<file path="config.mk">
export PLATFORM = sky130hd
export DESIGN_NAME = bram_scrub_arbiter
export DESIGN_NICKNAME = d
export VERILOG_FILES = /design/src/rtl/bram_scrub_arbiter.sv
export SDC_FILE = /design/constraint.sdc
export NUM_CORES = 1
export LEC_CHECK = 0
export CAP_MARGIN = 40
export CORE_MARGIN = 4
export CORE_UTILIZATION = 25
export CTS_CLUSTER_DIAMETER = 100
export CTS_CLUSTER_SIZE = 30
export DETAILED_ROUTE_END_ITERATION = 6
export PLACE_DENSITY = 0.47
export SLEW_MARGIN = 30
export SYNTH_ARGS = -nofsm -noshare
export SYNTH_HDL_FRONTEND = slang
export SYNTH_SLANG_ARGS = --single-unit
</file>
<file path="constraint.sdc">
create_clock -name clk -period 1.62 [get_ports clk]
set_input_delay 0.162 -clock clk [delete_from_list [all_inputs] [get_ports clk]]
set_output_delay 0.162 -clock clk [all_outputs]
set_load 0.01 [all_outputs]
</file>
<file path="src/rtl/bram_scrub_arbiter.sv">
// Arbitrates the EBR port between the UART host and a fill/verify scrub sequencer.
// The host always wins; the sequencer writes a pattern everywhere, reads it back and counts mismatches.
module bram_scrub_arbiter #(
    parameter int NUM_BLOCKS = 30,
    localparam int NUM_BITS = $clog2(NUM_BLOCKS)
) (
    input  logic                  clk,
    input  logic                  reset,
    input  logic                  start,
    input  logic [1:0]            pattern_mode,
    output logic                  busy,
    output logic                  done,
    output logic [15:0]           err_count,
    output logic                  err_flag,
    output logic [NUM_BITS+7:0]   first_err_addr,
    input  logic                  host_req,
    input  logic                  host_wr,
    input  logic [NUM_BITS-1:0]   host_sel,
    input  logic [7:0]            host_addr,
    input  logic [15:0]           host_din,
    output logic                  host_gnt,
    output logic [NUM_BITS-1:0]   mem_select,
    output logic [7:0]            mem_addr,
    output logic [15:0]           mem_in,
    output logic                  rd_en,
    output logic                  wr_en,
    input  logic [15:0]           mem_out
);

    typedef enum logic [2:0] {
        S_IDLE  = 3'd0,
        S_WRITE = 3'd1,
        S_READ  = 3'd2,
        S_LAST  = 3'd3,
        S_DONE  = 3'd4
    } state_t;

    state_t               state;
    logic [1:0]           mode_q;
    logic [NUM_BITS-1:0]  sel_q;
    logic [7:0]           addr_q;
    logic                 rd_pend;
    logic [15:0]          exp_data;
    logic [NUM_BITS+7:0]  exp_loc;
    logic                 last_loc;
    logic [15:0]          seq_pat;

    function automatic logic [15:0] pat(input logic [1:0] m,
                                        input logic [NUM_BITS-1:0] s,
                                        input logic [7:0] a);
        logic [15:0] p;
        case (m)
            2'd0:    p = 16'h0000;
            2'd1:    p = 16'hFFFF;
            2'd2:    p = {8'(s), a};
            default: p = (s[0] ^ a[0]) ? 16'hAAAA : 16'h5555;
        endcase
        return p;
    endfunction

    assign seq_pat  = pat(mode_q, sel_q, addr_q);
    assign last_loc = (sel_q == NUM_BITS'(NUM_BLOCKS - 1)) && (addr_q == 8'hFF);
    assign host_gnt = host_req;

    // The host takes the port whenever it asks; the sweep simply stalls that cycle.
    always_comb begin
        mem_select = '0;
        mem_addr   = '0;
        mem_in     = '0;
        rd_en      = 1'b0;
        wr_en      = 1'b0;
        if (host_req) begin
            mem_select = host_sel;
            mem_addr   = host_addr;
            mem_in     = host_din;
            wr_en      = host_wr;
            rd_en      = ~host_wr;
        end else if (state == S_WRITE) begin
            mem_select = sel_q;
            mem_addr   = addr_q;
            mem_in     = seq_pat;
            wr_en      = 1'b1;
        end else if (state == S_READ) begin
            mem_select = sel_q;
            mem_addr   = addr_q;
            rd_en      = 1'b1;
        end
    end

    always_ff @(posedge clk) begin
        if (reset) begin
            state          <= S_IDLE;
            busy           <= 1'b0;
            done           <= 1'b0;
            err_count      <= '0;
            err_flag       <= 1'b0;
            first_err_addr <= '0;
            mode_q         <= '0;
            sel_q          <= '0;
            addr_q         <= '0;
            rd_pend        <= 1'b0;
            exp_data       <= '0;
            exp_loc        <= '0;
        end else begin
            done    <= 1'b0;
            rd_pend <= 1'b0;

            // mem_out answers the read issued last cycle, whatever the host does now.
            if (rd_pend && (mem_out != exp_data)) begin
                if (err_count != 16'hFFFF) begin
                    err_count <= err_count + 16'd1;
                end
                if (!err_flag) begin
                    err_flag       <= 1'b1;
                    first_err_addr <= exp_loc;
                end
            end

            case (state)
                S_IDLE: begin
                    if (start) begin
                        mode_q         <= pattern_mode;
                        err_count      <= '0;
                        err_flag       <= 1'b0;
                        first_err_addr <= '0;
                        sel_q          <= '0;
                        addr_q         <= '0;
                        busy           <= 1'b1;
                        state          <= S_WRITE;
                    end
                end
                S_WRITE, S_READ: begin
                    if (!host_req) begin
                        if (state == S_READ) begin
                            rd_pend  <= 1'b1;
                            exp_data <= seq_pat;
                            exp_loc  <= {sel_q, addr_q};
                        end
                        if (last_loc) begin
                            sel_q  <= '0;
                            addr_q <= '0;
                            state  <= (state == S_WRITE) ? S_READ : S_LAST;
                        end else if (addr_q == 8'hFF) begin
                            addr_q <= '0;
                            sel_q  <= sel_q + 1'b1;
                        end else begin
                            addr_q <= addr_q + 8'd1;
                        end
                    end
                end
                S_LAST: begin
                    done  <= 1'b1;
                    state <= S_DONE;
                end
                S_DONE: begin
                    busy  <= 1'b0;
                    state <= S_IDLE;
                end
                default: begin
                    busy  <= 1'b0;
                    state <= S_IDLE;
                end
            endcase
        end
    end

endmodule

</file>
; ---- Yosys cells after proc, flatten, opt, wreduce, memory -nomap -nowiden
; Cells that the tools add are included.
[word_totals]
memories = 0
rom_bits = 0
in_bits = 52
output_inout_bits = 64
latch_bits = 0
reg_bits = 80
ramBits = 0
word_cells = 91
[classes]
addsub = 3
n_eq_ne = 13
n_mux = 44
order_cmp = 0
mul = 0
n_reduce_logical = 14
div_mod_pow = 0
shift = 0
bitwise = 5
[ops]
columns = operator, count
row1 = two-way mux 16 bit, 7
row2 = two-way mux 8 bit, 7
row3 = two-way mux 13 bit, 4
row4 = case mux 16 bit (3 select lines), 1
row5 = two-way mux 5 bit, 7
row6 = "adder 16 x 1 -> 16 bit, second input constant", 1
row7 = inequality test 16 bit, 1
row8 = "inequality test 16 bit, second input constant", 1
row9 = case mux 8 bit (2 select lines), 1
row10 = two-way mux 1 bit, 11
row11 = case mux 5 bit (2 select lines), 1
row12 = two-way mux 3 bit, 3
row13 = case mux 3 bit (3 select lines), 1
row14 = AND reduction 3 bit, 3
row15 = "adder 8 x 1 -> 8 bit, second input constant", 1
row16 = "== test 8 bit, second input constant", 1
row17 = "== test 3 x 2 -> 1 bit, second input constant", 2
row18 = "inequality test 2 bit, second input constant", 3
row19 = OR reduction 3 bit, 2
row20 = "adder 5 x 1 -> 5 bit, second input constant", 1
row21 = "== test 5 bit, second input constant", 1
row22 = NOT 1 bit, 4
row23 = AND reduction 2 bit, 2
row24 = AND reduction 4 bit, 1
row25 = 11 further kinds, 12

; ---- Logic depth before layout (Yosys ltp)
[depth]
depth_word = 5
ltp_mapped = 7
depth_no_buf = 6

; ---- Least setup slack after synthesis
; No wires, ideal clock.
[synth_timing]
kind = reg-to-output
from = reg sel_q[0]
to = out mem_in[0]
required_time_ns = 1.458
path_buffers = 2
path_slack_ns = -0.086
stages_incl_launch_ff = 7
arrival_time_ns = 1.544
path_cell_list = dfxtp_1 buf_2 xor2_1 a21boi_2 and2_0 clkbuf_1 a221o_1
[synth_via]
elab_chain_len = 5
[synth_rtl]
columns = item, line
row1 = start: declaration, 40  ; logic [NUM_BITS-1:0] sel_q;
row2 = start signal: assignment, 145  ; sel_q <= sel_q + 1'b1;
row3 = XOR 1 bit, 56  ; default: p = (s[0] ^ a[0]) ? 16'hAAAA : 16'h5555;
row4 = two-way mux 16 bit, 56
row5 = case mux 16 bit (3 select lines), 52  ; case (m)
row6 = two-way mux 16 bit, 78  ; end else if (state == S_WRITE) begin
row7 = two-way mux 16 bit, 72  ; if (host_req) begin
row8 = end: declaration, 24  ; output logic [15:0] mem_in,
; Every way passes these cells.

; ---- Final worst setup path
[layout_timing]
from = reg state[0]
to = out mem_in[5]
[layout_via]
elab_chain_len = 3
[layout_rtl]
columns = item, line
row1 = start: declaration, 38  ; state_t state;
row2 = start signal: assignment, 142  ; state <= (state == S_WRITE) ? S_READ : S_LAST;
row3 = == test 3 x 1 -> 1 bit, 78
row4 = two-way mux 16 bit, 78
row5 = two-way mux 16 bit, 72
; Every way passes these cells.

==> flow_metrics.tcl <==
set metrics [dict create \
    drive_gt1_share_pct 47.0 \
    routed_wirelength_mm 16.5 \
    gp_congestion 0.866 \
    hold_class "flip-flop to flip-flop" \
    dieArea_um2 19300 \
    cts_tree "done" \
    synth_cell_types 68 \
    finalSetupViolations 99 \
    initialDrtViolationCount 244 \
    ys_ff_latch 79 \
    pwr-share-seq_pct 33.6 \
    route.detailed.drc 0 \
    report.final.slew_viol_count 0 \
    worst_pin_slew_ns 0.464 \
    ys.warnings.count 0 \
    async_reset_ff_share_pct 0 \
    pwr-share-comb_pct 29.4 \
    clock_skew_ns 0.00847 \
    grt_pass1_wl_mm 25.4 \
    crit_slowest_cell "dfxtp_2" \
    finalHoldViolations 0 \
    syn_inst 515 \
    synth_edf_count 0 \
    crit_family "buffers and inverters" \
    required_ns 1.46 \
    rsz0062_at_grt "yes" \
    synth_area_leaders "dfxtp_1 37%, nand2_1 7.2%, a21oi_1 5.9%" \
    crit_type "flip-flop to output pin" \
    ios 116 \
    synth_area_per_cell_um2 8.30 \
    drtPass1Iterations 5 \
    max_cap_viol_count 0 \
    critPathLaunchType "flip-flop" \
    ant_nets 0 \
    syn_nets 571 \
    fp.coreArea_um2 16600 \
    power.internal_w 0.00446 \
    critPathMostFrequentCell "buf_4" \
    fin_ws_ns -0.304 \
    clock_power_share_pct 37.1 \
    die_h_um 139 \
    rows 47 \
    synthTopCellsByCount "82 x nand2_1, 79 x dfxtp_1, 50 x a21oi_1" \
    min_period_ns 1.92 \
    wl_per_cell_um 17.0 \
    grt_pass1_vias 4787 \
    switching_share_pct 27.5 \
    diodes 0 \
    fmax_ghz 0.520 \
    detail_route.vias_per_cell 4.98 \
    design_area_um2 7860 \
    antenna_found_initial 0 \
    post-dp-hpwl_mm 11.2 \
    ys.flop_type "dfxtp_1" \
    yosys.area.top_type_share_pct 37.0 \
    violations "setup timing" \
    vias 4816 \
    cts_hold_buf 0 \
    die_x_um 139 \
    grtUsageTotal_pct 16.1 \
    grt_max_degree 36 \
    max_slew_margin_pct 69.0 \
    cts_root_buf "clkbuf_16" \
    cts_buffers 9 \
    cp_slowest_stage_delay_ns 0.33 \
    nets 799 \
    synth_seq_area_share_pct 37.0 \
    clk_pin_slew_worst_paths_ns 0.06 \
    syn_to_final_growth_pct 83.9 \
    finalCritPeriodShare_pct 119 \
    end_kind "output pin" \
    dpl_cell_area_um2 6300 \
    clock_path_buffers 2 \
    htreeDepth 3 \
    cts_sinks 79 \
    p_per_area_nw_per_um2 782 \
    leakage_nw 2.90 \
    crit_path_cell_trace "nor4b_4 -> buf_4 -> buf_4 -> buf_6 -> and2_4 -> a221o_1 -> buf_2" \
    gr-total-overflow 0 \
    clock_latency_ns 0.34 \
    yosysMostFrequentCell "nand2_1" \
    final_core_util_pct 47.3 \
    start_util_pct 25.7 \
    yosysTopAreaCell "dfxtp_1" \
    synth_area_um2 4280 \
    crit_buf_inv 4 \
    holdWs_ns 0.456 \
    io_buffers 115 \
    status "complete, but fails checks" \
    fillers 1522 \
    vdd_ir_drop_max_v 0.000467 \
    power.switching_w 0.00169 \
    cp_max_fo 6 \
    crit_arrival_ns 1.76 \
]
==> through the flow <==
| step | setup slack (ns) | power [W] | cells | TNS [ns] |
|---|---|---|---|---|
| after floorplan | -0.0347 | 0.00264 | 515 | -0.611 |
| after global placement | -0.506 | 0.00327 | 906 | -30.77 |
| after detailed placement | -0.492 | 0.00327 | 906 | -30.94 |
| after CTS | -0.308 | 0.00595 | 955 | -11.15 |
| after global routing | -0.380 | 0.00638 | 967 | -19.70 |
| final | -0.304 | 0.00615 | 967 | -12.77 |
==> cells in the final DEF (no fill, tap or decap), types with 13 or more instances in the layout <==
master / n
a221o_1: 13
clkdlybuf4s50_1: 80
o21ai_0: 29
nor2_1: 16
a21oi_2: 36
buf_6: 33
a21oi_1: 24
buf_4: 94
dfxtp_1: 63
nand2_1: 70
xnor2_2: 15
nand3b_1: 13
buf_2: 31
==> layer usage <==
layer | vias up | routed length, um | share of wire, % | global-route usage [%]
li1 | 2342 | - | - | -
met1 | 2311 | 7330 | 45 | 20.8
met2 | 147 | 7940 | 48 | 26.2
met3 | 16 | 948 | 5.8 | 4.21
met4 | 0 | 259 | 1.6 | 5.25
met5 | - | 0 | 0 | 0
==> power by group through the flow <==
stage / clock network [W] / registers, W / logic (W)
4_1_cts: 0.00232 / 0.00206 / 0.00158
6_report: 0.00228 / 0.00206 / 0.00181
5_1_grt: 0.00240 / 0.00207 / 0.00191
3_5_place_dp: 0 / 0.00209 / 0.00118
3_3_place_gp: 0 / 0.00209 / 0.00118
2_1_floorplan: 0 / 0.00207 / 0.000566
==> kinds of logic after synthesis <==
| family | Yosys count | share of synthesized area [%] |
|---|---|---|
| AO/OA/AOI/OAI | 175 | 27.6 |
| adder cells (fa/ha/maj) | 4 | 1.17 |
| buffers and inverters | 47 | 5.94 |
| multiplexers | 3 | 0.702 |
| XOR/XNOR | 21 | 4.30 |
| AND/OR/NAND/NOR | 186 | 23.3 |
| flip-flops | 79 | 37.0 |
==> timing repair <==
| action | CTS | global route |
|---|---|---|
| gates resized for setup | 252 | 106 |
| setup buffers | 29 | 17 |
| gates cloned | 5 | 2 |
| endpoints found under the setup margin | 90 | 105 |
| pin swaps | 61 | 52 |
==> worst reg2reg max path, delay by kind of cell (launching register included) <==
| family | cells | cell delay (ns) |
|---|---|---|
| and+or+nand+nor | 2 | 0.21 |
| xor gates and xnor gates | 1 | 0.14 |
| DFF | 1 | 0.33 |
| AOI/OAI and AO/OA | 2 | 0.72 |
| buffers and inverters | 2 | 0.34 |
==> path summary, 6_finish.rpt <==
check              startpoint       endpoint  slack, ns  cells past startpoint
setup reg to reg  exp_data[3]  err_count[12]      -0.19                      7
hold reg to reg    exp_loc[4]     exp_loc[4]       0.46                      2
hold / removal     exp_loc[4]     exp_loc[4]       0.46                      2
setup / recovery     state[0]      mem_in[5]      -0.30                      7
==> registers in the layout, summed over array words and instances (netlist names) <==
register and flops:
addr_q 8, busy 1, done 1, err_count 16
err_flag 1, exp_data 15, exp_loc 13, first_err_addr 13
mode_q 2, rd_pend 1, sel_q 5, state 3
==> layout make-up <==
class,count,area (um2),share of cell area [%]
clock inverter,3,65.1,0.827
clock buffer,12,267,3.39
tap,220,275,3.50
sequential,79,1610,20.5
multi-input combinational,389,3240,41.2
timing repair buffer,256,2380,30.2
inverter,8,30.0,0.382
(Power assumes the default switching activity.)
